**config.mk**
```make
export PLATFORM = sky130hd
export DESIGN_NAME = reg_file_mp
export DESIGN_NICKNAME = d
export VERILOG_FILES = /design/src/rtl/definitions.sv /design/src/rtl/reg_file_pkg.sv /design/src/rtl/reg_file_mp_scoreboard.sv /design/src/rtl/reg_file_mp.sv
export SDC_FILE = /design/constraint.sdc
export NUM_CORES = 2
export LEC_CHECK = 0
export ABC_AREA = 1
export BUFFER_PORTS_ARGS = -buffer_cell sky130_fd_sc_hd__buf_2
export CAP_MARGIN = 20
export CORE_AREA = 2 2 404 406
export DETAILED_ROUTE_END_ITERATION = 8
export DIE_AREA = 0 0 406 408
export PLACE_DENSITY = 0.56
export SYNTH_ARGS = -nofsm -noshare
export SYNTH_HDL_FRONTEND = slang
export SYNTH_SLANG_ARGS = --single-unit
```
**constraint.sdc**
```tcl
create_clock -name clk -period 50.5 [get_ports clk]
set_input_delay 10.1 -clock clk [delete_from_list [all_inputs] [get_ports clk]]
set_output_delay 10.1 -clock clk [all_outputs]
set_load 0.005 [all_outputs]
```
**src/rtl/definitions.sv**
```systemverilog
// Global core-wide sizing macros shared by the MIPS pipeline blocks.
`ifndef DEFINITIONS_SV
`define DEFINITIONS_SV
`define WORD_SIZE 32
`endif

```
**src/rtl/reg_file_pkg.sv**
```systemverilog
// Shared types and constants for the multi-port register file.
`ifndef WORD_SIZE
`define WORD_SIZE 32
`endif

package reg_file_pkg;
   localparam int WORD_W     = `WORD_SIZE;
   localparam int REG_ADDR_W = 5;

   typedef logic [WORD_W-1:0]     word_t;
   typedef logic [REG_ADDR_W-1:0] reg_addr_t;

   localparam reg_addr_t REG_ZERO = '0;
endpackage

```
**src/rtl/reg_file_mp_scoreboard.sv**
```systemverilog
// Busy scoreboard: issue marks a destination pending, writeback clears it.
module reg_scoreboard
   import reg_file_pkg::*;
#(
   parameter int NUM_REGS = 32,
   parameter int ADDR_W   = $clog2(NUM_REGS),
   parameter int NUM_WR   = 1
) (
   input  logic                     clk,
   input  logic                     reset,
   input  logic                     iss_en,
   input  logic [ADDR_W-1:0]        iss_addr,
   input  logic [NUM_WR-1:0]        wr_en,
   input  logic [NUM_WR*ADDR_W-1:0] wr_addr,
   output logic [NUM_REGS-1:0]      busy_vec
);

   logic [NUM_REGS-1:0] set_vec;
   logic [NUM_REGS-1:0] clr_vec;
   logic [NUM_REGS-1:0] busy_q;

   // R0 can never be set, so its busy bit stays at its reset value of zero
   always_comb begin
      set_vec = '0;
      clr_vec = '0;
      if (iss_en) set_vec[iss_addr] = 1'b1;
      for (int j = 0; j < NUM_WR; j++) begin
         if (wr_en[j]) clr_vec[wr_addr[j*ADDR_W +: ADDR_W]] = 1'b1;
      end
      set_vec[ADDR_W'(REG_ZERO)] = 1'b0;
   end

   // A new producer issued in the same cycle as a writeback keeps the register busy
   always_ff @(posedge clk or posedge reset) begin
      if (reset) busy_q <= '0;
      else       busy_q <= set_vec | (busy_q & ~clr_vec);
   end

   assign busy_vec = busy_q;

endmodule

```
**src/rtl/reg_file_mp.sv**
```systemverilog
// Multi-port register file with optional write-to-read bypass and busy scoreboard.
module reg_file_mp
   import reg_file_pkg::*;
#(
   parameter int NUM_REGS = 32,
   parameter int ADDR_W   = $clog2(NUM_REGS),
   parameter int DATA_W   = WORD_W,
   parameter int NUM_RD   = 2,
   parameter int NUM_WR   = 1,
   parameter int BYPASS   = 1
) (
   input  logic                     clk,
   input  logic                     reset,
   input  logic [NUM_RD*ADDR_W-1:0] rd_addr,
   output logic [NUM_RD*DATA_W-1:0] rd_data,
   output logic [NUM_RD-1:0]        rd_busy,
   input  logic [NUM_WR-1:0]        wr_en,
   input  logic [NUM_WR*ADDR_W-1:0] wr_addr,
   input  logic [NUM_WR*DATA_W-1:0] wr_data,
   input  logic                     iss_en,
   input  logic [ADDR_W-1:0]        iss_addr,
   output logic [NUM_REGS-1:0]      busy_vec,
   output logic                     wr_conflict
);

   localparam logic [ADDR_W-1:0] ZERO_ADDR = ADDR_W'(REG_ZERO);

   logic [DATA_W-1:0] regs [NUM_REGS];
   logic [ADDR_W-1:0] wa   [NUM_WR];
   logic [DATA_W-1:0] wd   [NUM_WR];
   logic              conflict_now;
   logic              conflict_q;

   for (genvar j = 0; j < NUM_WR; j++) begin : g_wr_unpack
      assign wa[j] = wr_addr[j*ADDR_W +: ADDR_W];
      assign wd[j] = wr_data[j*DATA_W +: DATA_W];
   end

   // Ports are applied in ascending order so the highest-index port wins a collision
   always_ff @(posedge clk or posedge reset) begin
      if (reset) begin
         for (int r = 0; r < NUM_REGS; r++) regs[r] <= '0;
      end else begin
         for (int j = 0; j < NUM_WR; j++) begin
            if (wr_en[j] && wa[j] != ZERO_ADDR) regs[wa[j]] <= wd[j];
         end
      end
   end

   always_comb begin
      conflict_now = 1'b0;
      for (int i = 0; i < NUM_WR; i++) begin
         for (int j = i + 1; j < NUM_WR; j++) begin
            if (wr_en[i] && wr_en[j] && wa[i] == wa[j] && wa[i] != ZERO_ADDR)
               conflict_now = 1'b1;
         end
      end
   end

   always_ff @(posedge clk or posedge reset) begin
      if (reset) conflict_q <= 1'b0;
      else       conflict_q <= conflict_q | conflict_now;
   end

   assign wr_conflict = conflict_q;

   reg_scoreboard #(
      .NUM_REGS (NUM_REGS),
      .ADDR_W   (ADDR_W),
      .NUM_WR   (NUM_WR)
   ) u_scoreboard (
      .clk      (clk),
      .reset    (reset),
      .iss_en   (iss_en),
      .iss_addr (iss_addr),
      .wr_en    (wr_en),
      .wr_addr  (wr_addr),
      .busy_vec (busy_vec)
   );

   for (genvar k = 0; k < NUM_RD; k++) begin : g_rd
      logic [ADDR_W-1:0] ra;
      logic [DATA_W-1:0] val;
      logic              hit;

      assign ra = rd_addr[k*ADDR_W +: ADDR_W];

      // Bypass data is valid right now, so a hitting read no longer needs to stall
      always_comb begin
         val = regs[ra];
         hit = 1'b0;
         if (BYPASS != 0) begin
            for (int j = 0; j < NUM_WR; j++) begin
               if (wr_en[j] && wa[j] == ra) begin
                  val = wd[j];
                  hit = 1'b1;
               end
            end
         end
      end

      assign rd_data[k*DATA_W +: DATA_W] = (reset || ra == ZERO_ADDR) ? '0 : val;
      assign rd_busy[k] = !reset && ra != ZERO_ADDR && busy_vec[ra] && !hit;
   end

endmodule
```
# --- After elaboration in Yosys (flattened, before gate mapping) ---
# Index checks and enable logic that the tools add are counted.
totals:
  input_bits: 56
  register_bits: 1056
classes:
  reduce_logical: 22
  mux: 25
  bitwise: 6
  n_lt_le_gt_ge: 10
  eq_ne: 2
ops:
  columns: ["op", "count"]
  rows:
  - ["1024-bit bitwise mux", 1]
  - ["32-bit 2-to-1 mux", 11]
  - ["32-bit binary-select mux with 5-bit select", 2]
  - ["32-bit demux with 5-bit select", 1]
  - ["32-bit AND", 1]
  - ["32-bit NOT", 1]
  - ["32-bit bitwise OR", 1]
  - ["5-bit by 6-bit less-than comparator with 1-bit output, second input constant", 4]
  - ["6-bit >= comparator, second input constant", 3]
  - ["5-bit NOT with 6-bit output", 3]
  - ["5-bit nonzero test", 3]
  - ["1-bit logical AND", 12]
  - ["1-bit binary-select mux with 5-bit select", 2]
  - ["1-bit demux with 5-bit select", 2]
  - ["5-bit equality test", 2]
  - ["5-bit by 1-bit >= comparator with 1-bit output, second input constant", 2]
  - ["5-bit zero test", 2]
  - ["6-bit by 1-bit less-than comparator with 1-bit output, second input constant", 1]
  - ["1-bit 2-to-1 mux", 6]
  - ["1-bit zero test", 3]
  - ["1-bit logical OR", 2]

# --- Longest topological paths before layout ---
logic_depth:
  word_depth: 8
  mapped_depth: 13

# --- By module ---
# Synthesis repeated with hierarchy kept, for this count alone.
hier_totals:
  cells_unflattened: 8311
  area_unflattened_um2: 58172.0
by_module_without_submodules:
  columns: ["mod", "instances", "seq_area_each_um2", "cells_each", "area_each_um2"]
  rows:
  - ["reg_file_mp", 1, 25624.6, 8112, 56676.9]
  - ["reg_scoreboard", 1, 800.8, 199, 1495.2]

# --- Least setup slack after synthesis ---
# OpenSTA, ideal clock, no wires.
synth_path:
  kind: "input to output"
  from: "input port reset"
  to: "output port rd_data[19]"
  path_slack_ns: 5.646
  path_stages: 6
  n_path_buf: 1
  t_arrival_ns: 34.754
  path_cell_list: "inv_1 -> o31ai_1 -> nor2_1 -> buf_2 -> nand2_1 -> nand2_1"
synth_between:
  elab_chain_cells: 2
synth_lines:
  columns: ["element", "line", "rtl"]
  rows:
  - ["start, declared", "reg_file_mp.sv:13", "input logic reset,"]
  - ["1-bit logical OR", "reg_file_mp.sv:102", "assign rd_data[k*DATA_W +: DATA_W] = (reset || ra == ZERO_ADDR) ? '0 : val;"]
  - ["32-bit 2-to-1 mux", "reg_file_mp.sv:102", null]
  - ["end, declared", "reg_file_mp.sv:15", "output logic [NUM_RD*DATA_W-1:0] rd_data,"]
# No other way between the ends.

# --- Final worst setup path ---
layout_path:
  from: "input port rd_addr[6]"
  to: "output port rd_data[39]"
layout_between:
  elab_chain_cells: 6
  elab_cells_between_ends: 10
  classes_between: "1 x eq/ne; 5 x mux; 1 x bitwise; 3 x reduce/logical"
layout_lines:
  columns: ["element", "line", "rtl"]
  rows:
  - ["start, declared", "reg_file_mp.sv:14", "input logic [NUM_RD*ADDR_W-1:0] rd_addr,"]
  - ["5-bit NOT with 6-bit output (implied by the code)", "reg_file_mp.sv:90", "val = regs[ra];"]
  - ["32-bit binary-select mux with 5-bit select", "reg_file_mp.sv:90", null]
  - ["32-bit 2-to-1 mux (implied by the code) (2 in series)", "reg_file_mp.sv:90", null]
  - ["32-bit 2-to-1 mux", "reg_file_mp.sv:94", "if (wr_en[j] && wa[j] == ra) begin"]
  - ["32-bit 2-to-1 mux (*)", "reg_file_mp.sv:102", null]
# Every way passes the cells marked *; elsewhere a longest branch is shown, timed or not. The select of a mux whose other input is x is not followed.

==> results_tabular.tex <==
\begin{tabular}{lr}
\hline
Metric & Value \\
\hline
\multicolumn{2}{l}{\textbf{Status}} \\
\quad Outcome & finished clean \\
\multicolumn{2}{l}{\textbf{STA}} \\
\quad Number of pins with negative max-slew slack in the final report & 0 \\
\quad RSZ-0062 raised after global routing & no \\
\quad Final hold vios & 0 \\
\quad Number of failing setup endpoints in the final timing report & 0 \\
\quad Worst Skew & 0 ns \\
\quad Slew headroom & 16.8\% \\
\quad Final Worst Setup Slack & 25.50 ns \\
\quad Fin crit period & 25.00 ns \\
\quad Worst Max-Slew Pin Slew & 1.25 ns \\
\quad Final setup TNS & 0 ns \\
\quad Top achievable clock speed & 0.0400 GHz \\
\quad Share of the clock period used by the worst path after layout & 49.5\% \\
\multicolumn{2}{l}{\textbf{Yosys}} \\
\quad Fraction of the yosys area taken by sequential cells & 44.4\% \\
\quad Dominant combinational cell family by area after synthesis & simple AND/OR/NAND/NOR gates \\
\quad Area fraction in compound gates after synthesis & 22.1\% \\
\quad Netlist Area Pre-Place & 0.0595 sq mm \\
\quad Arithmetic-cell share of the synthesized area counting full adders, half adders and majority gates & 0\% \\
\quad Top flip-flop cell by instance count after synthesis & sky130\_fd\_sc\_hd\_\_dfrtp\_1 \\
\quad Fraction of registers with async set or reset after synthesis & 100\% \\
\quad Post-synthesis share of cell area spent on xor and xnor gates & 0\% \\
\quad Cells after synthesis & 8407 \\
\quad Post-synthesis share of cell area spent on and, or, nand and nor gates & 23.3\% \\
\quad Synth Net Count & 8463 \\
\quad Average footprint of a synthesized cell & 7.07 sq um \\
\quad Portion of netlist area occupied by mux cells & 0\% \\
\quad Warning count from the yosys run & 0 \\
\quad Number of synthesized flops with an enable pin & 0 \\
\quad Seq cells post-synth & 1056 \\
\quad Distinct cell type count after synthesis & 30 \\
\multicolumn{2}{l}{\textbf{Final layout}} \\
\quad Layout cell share with drive strength beyond 1 & 6.62\% \\
\quad Most common cell after layout, fill and taps aside & sky130\_fd\_sc\_hd\_\_nand2\_1 \\
\quad Synthesis-to-finish area growth & 8.65\% \\
\quad Count of nets after finishing & 8081 \\
\quad Commonest cells after routing, fill and taps aside & sky130\_fd\_sc\_hd\_\_nand2\_1, sky130\_fd\_sc\_hd\_\_o21ai\_0, sky130\_fd\_sc\_hd\_\_dfrtp\_1 \\
\quad Total area of multi-input combinational cells & 0.0271 sq mm \\
\quad Final standard cell area without fillers & 0.0646 sq mm \\
\quad Final cell utilization of the core & 40.0\% \\
\quad Filler Cell Count & 16.8k \\
\quad Storage cell area & 0.0264 sq mm \\
\multicolumn{2}{l}{\textbf{Clocking}} \\
\quad Worst-case clock buffer depth & 3 \\
\quad Clock insertion delay at the later pin of the skew report & 0.76 ns \\
\quad CTS-repair resized insts & 0 \\
\quad Worst-path clk slew & 0.06 ns \\
\quad Buffer count from post-CTS setup fixing & 0 \\
\quad Cts bufs inserted & 119 \\
\quad TritonCTS sink count & 1056 \\
\quad Cell chosen for the clock root & sky130\_fd\_sc\_hd\_\_clkbuf\_16 \\
\quad Depth of the CTS H-tree & 3 \\
\quad CTS tree & yes \\
\quad Number of hold buffers added after CTS & 0 \\
\multicolumn{2}{l}{\textbf{Setup path}} \\
\quad Biggest fanout along the worst timing path & 89 \\
\quad Crit start category & input port \\
\quad Capturing element of the worst setup path & rd\_data[39] \\
\quad Register-to-Register Path Depth & 2 \\
\quad Delay-heaviest family, CP & buffers and inverters \\
\quad Required time reported for the critical path endpoint & 40.40 ns \\
\quad Cell type of the slowest stage on the worst timing path & sky130\_fd\_sc\_hd\_\_buf\_4 \\
\quad Critical path depth & 14 \\
\quad Critical path's largest stage delay & 0.78 ns \\
\quad WS Path Type & input port to primary output \\
\quad First element of the critical path & rd\_addr[6] \\
\quad Capturing point of the worst reg2reg path & u\_scoreboard.busy\_vec[16] \\
\quad Buf/Inv on CP & 6 \\
\quad Nature of the critical path endpoint & primary output \\
\quad Slack of the worst reg-to-reg path & 49.70 ns \\
\quad Reg2Reg Launch Point & u\_scoreboard.busy\_vec[16] \\
\quad Cell-by-cell listing of the critical path & buf\_8 > buf\_4 > buf\_4 > nand2\_4 > inv\_4 > buf\_4 > nand2\_1 > a21oi\_1 > nor2\_1 > nand2\_1 > nand3\_1 > nand3\_1 > nand2\_1 > buf\_2 \\
\quad Crit path DAT & 14.90 ns \\
\multicolumn{2}{l}{\textbf{Placed design}} \\
\quad Placed cell areas & 0.0606 sq mm \\
\quad Port buffer count & 153 \\
\quad Detailed-placement wirelength estimate & 141 mm \\
\quad Post-Place Setup Slack & 25.64 ns \\
\quad Global placement routability congestion & 0.869 \\
\multicolumn{2}{l}{\textbf{GRT}} \\
\quad Initial antenna violation count & 25 \\
\quad Overall track demand over capacity in global routing & 30.7\% \\
\quad Total global routing overflow & 0 \\
\quad Maximum number of pins on one net before global-route repair & 188 \\
\quad Global-route wire length before repair & 378 mm \\
\quad Via count of the first global-routing pass & 54.6k \\
\multicolumn{2}{l}{\textbf{Run}} \\
\quad \# Max-Cap Violations & 0 \\
\multicolumn{2}{l}{\textbf{Floorplanning}} \\
\quad Number of rows created at floorplan & 148 \\
\quad Die Outline Area & 0.166 sq mm \\
\quad Effective utilization at floorplan & 36.8\% \\
\quad Area of the core & 0.162 sq mm \\
\quad DIE HEIGHT & 408 um \\
\quad Count of boundary I/O pins & 155 \\
\quad Die X-Extent & 406 um \\
\multicolumn{2}{l}{\textbf{Power}} \\
\quad Portion of total power attributed to combinational logic & 20.6\% \\
\quad Peak supply drop & 0.0000299 V \\
\quad Fraction of power spent switching nets & 32.9\% \\
\quad Sequential cell fraction of total power & 44.3\% \\
\quad Power density of the placed cells & 39.8 mW/mm\^{}2 \\
\quad Switching power total & 845 uW \\
\quad Cell leakage power & 29.0 nW \\
\quad Share of total power in the clock network & 35.1\% \\
\quad Internal power component & 1.72 mW \\
\multicolumn{2}{l}{\textbf{Routing}} \\
\quad Routed vias/inst & 5.73 \\
\quad Post-route DRC & 0 \\
\quad Total number of vias & 59.1k \\
\quad Wire length per cell after detailed routing & 25.1 um \\
\quad Number of DRC violations after detailed-routing iteration 0 & 8190 \\
\quad Total wire length after detailed routing & 259 mm \\
\quad Total iterations of the first detailed-routing run & 8 \\
\quad DRT antenna net count & 0 \\
\multicolumn{2}{l}{\textbf{Min path}} \\
\quad Type of the most critical hold path & flip-flop to flip-flop \\
\hline
\end{tabular}
## power by group through the flow
stage / combinational (mW) / clock [mW] / sequential (mW)
6_report: 0.529 / 0.901 / 1.14
3_3_place_gp: 0.511 / 0 / 1.14
5_1_grt: 0.602 / 0.945 / 1.16
2_1_floorplan: 0.380 / 0 / 1.13
4_1_cts: 0.524 / 0.910 / 1.13
3_5_place_dp: 0.521 / 0 / 1.15
## cell type report
cell class,instances,area share [%]
antenna,15,0.0581
multi-input combinational,5912,42.0
clock inverter,35,0.558
tap,2175,4.21
sequential,1056,40.9
clock buffer,188,5.59
timing repair buffer,269,2.73
inverter,667,3.95
## routing by layer
| layer | global-route usage (%) | wire, um |
|---|---|---|
| met1 | 40.7 | 103000 |
| met4 | 15.5 | 14300 |
| met2 | 47.9 | 115000 |
| met5 | 0 | 90 |
| met3 | 5.66 | 27000 |
## flip-flops by register name (all words and copies together), names as in the netlist
signal                 cells
regs                    1024
u_scoreboard.busy_vec     32
## cell families (layout without fill, tap and decap cells)
family                 count (synthesis)  count (layout)
AOI/OAI and AO/OA                   2476            2476
DFF                                 1056            1056
and+or+nand+nor                     3435            3435
buffers and inverters               1439            1159
other                                  1              16
## synthesized netlist by cell type, types with 2 or more instances
cell type | instances | area [sq um]
sky130_fd_sc_hd__inv_1 | 637 | 2390
sky130_fd_sc_hd__clkbuf_2 | 2 | 10.0
sky130_fd_sc_hd__nor3_1 | 2 | 10.0
sky130_fd_sc_hd__buf_2 | 322 | 1610
sky130_fd_sc_hd__clkbuf_1 | 342 | 1280
sky130_fd_sc_hd__nor3_2 | 6 | 60.1
sky130_fd_sc_hd__buf_1 | 53 | 199
sky130_fd_sc_hd__nor2_1 | 590 | 2210
sky130_fd_sc_hd__o211ai_1 | 283 | 2120
sky130_fd_sc_hd__o22ai_1 | 23 | 144
sky130_fd_sc_hd__inv_2 | 28 | 105
sky130_fd_sc_hd__nor2_2 | 6 | 37.5
sky130_fd_sc_hd__nand3_1 | 653 | 3270
sky130_fd_sc_hd__dfrtp_1 | 1056 | 26400
sky130_fd_sc_hd__a21oi_1 | 749 | 3750
sky130_fd_sc_hd__nand2_1 | 2161 | 8110
sky130_fd_sc_hd__buf_4 | 45 | 338
sky130_fd_sc_hd__o21ai_0 | 1179 | 5900
sky130_fd_sc_hd__nor2_4 | 11 | 124
sky130_fd_sc_hd__o21ai_1 | 240 | 1200
sky130_fd_sc_hd__buf_6 | 8 | 90.1
sky130_fd_sc_hd__nand3b_1 | 3 | 22.5
## worst min-delay path by stage
stage,from,to,cells past startpoint
after CTS,regs[1002],regs[1002],0
after detailed placement,regs[992],regs[992],0
final,regs[1010],regs[1010],0
after floorplan,regs[1000],regs[1000],1
after global routing,regs[1010],regs[1010],0
after global placement,regs[1021],regs[1021],0
## stage by stage
| step | hold slack (ns) | power (mW) | std cells |
|---|---|---|---|
| 2_1_floorplan | 0.445 | 1.51 | 8407 |
| 3_3_place_gp | 0.383 | 1.66 | 10100 |
| 3_5_place_dp | 0.387 | 1.67 | 10100 |
| 4_1_cts | 0.400 | 2.57 | 10300 |
| 5_1_grt | 0.407 | 2.70 | 10300 |
| 6_report | 0.399 | 2.57 | 10300 |
No activity file was read; power rests on OpenSTA's default activity.
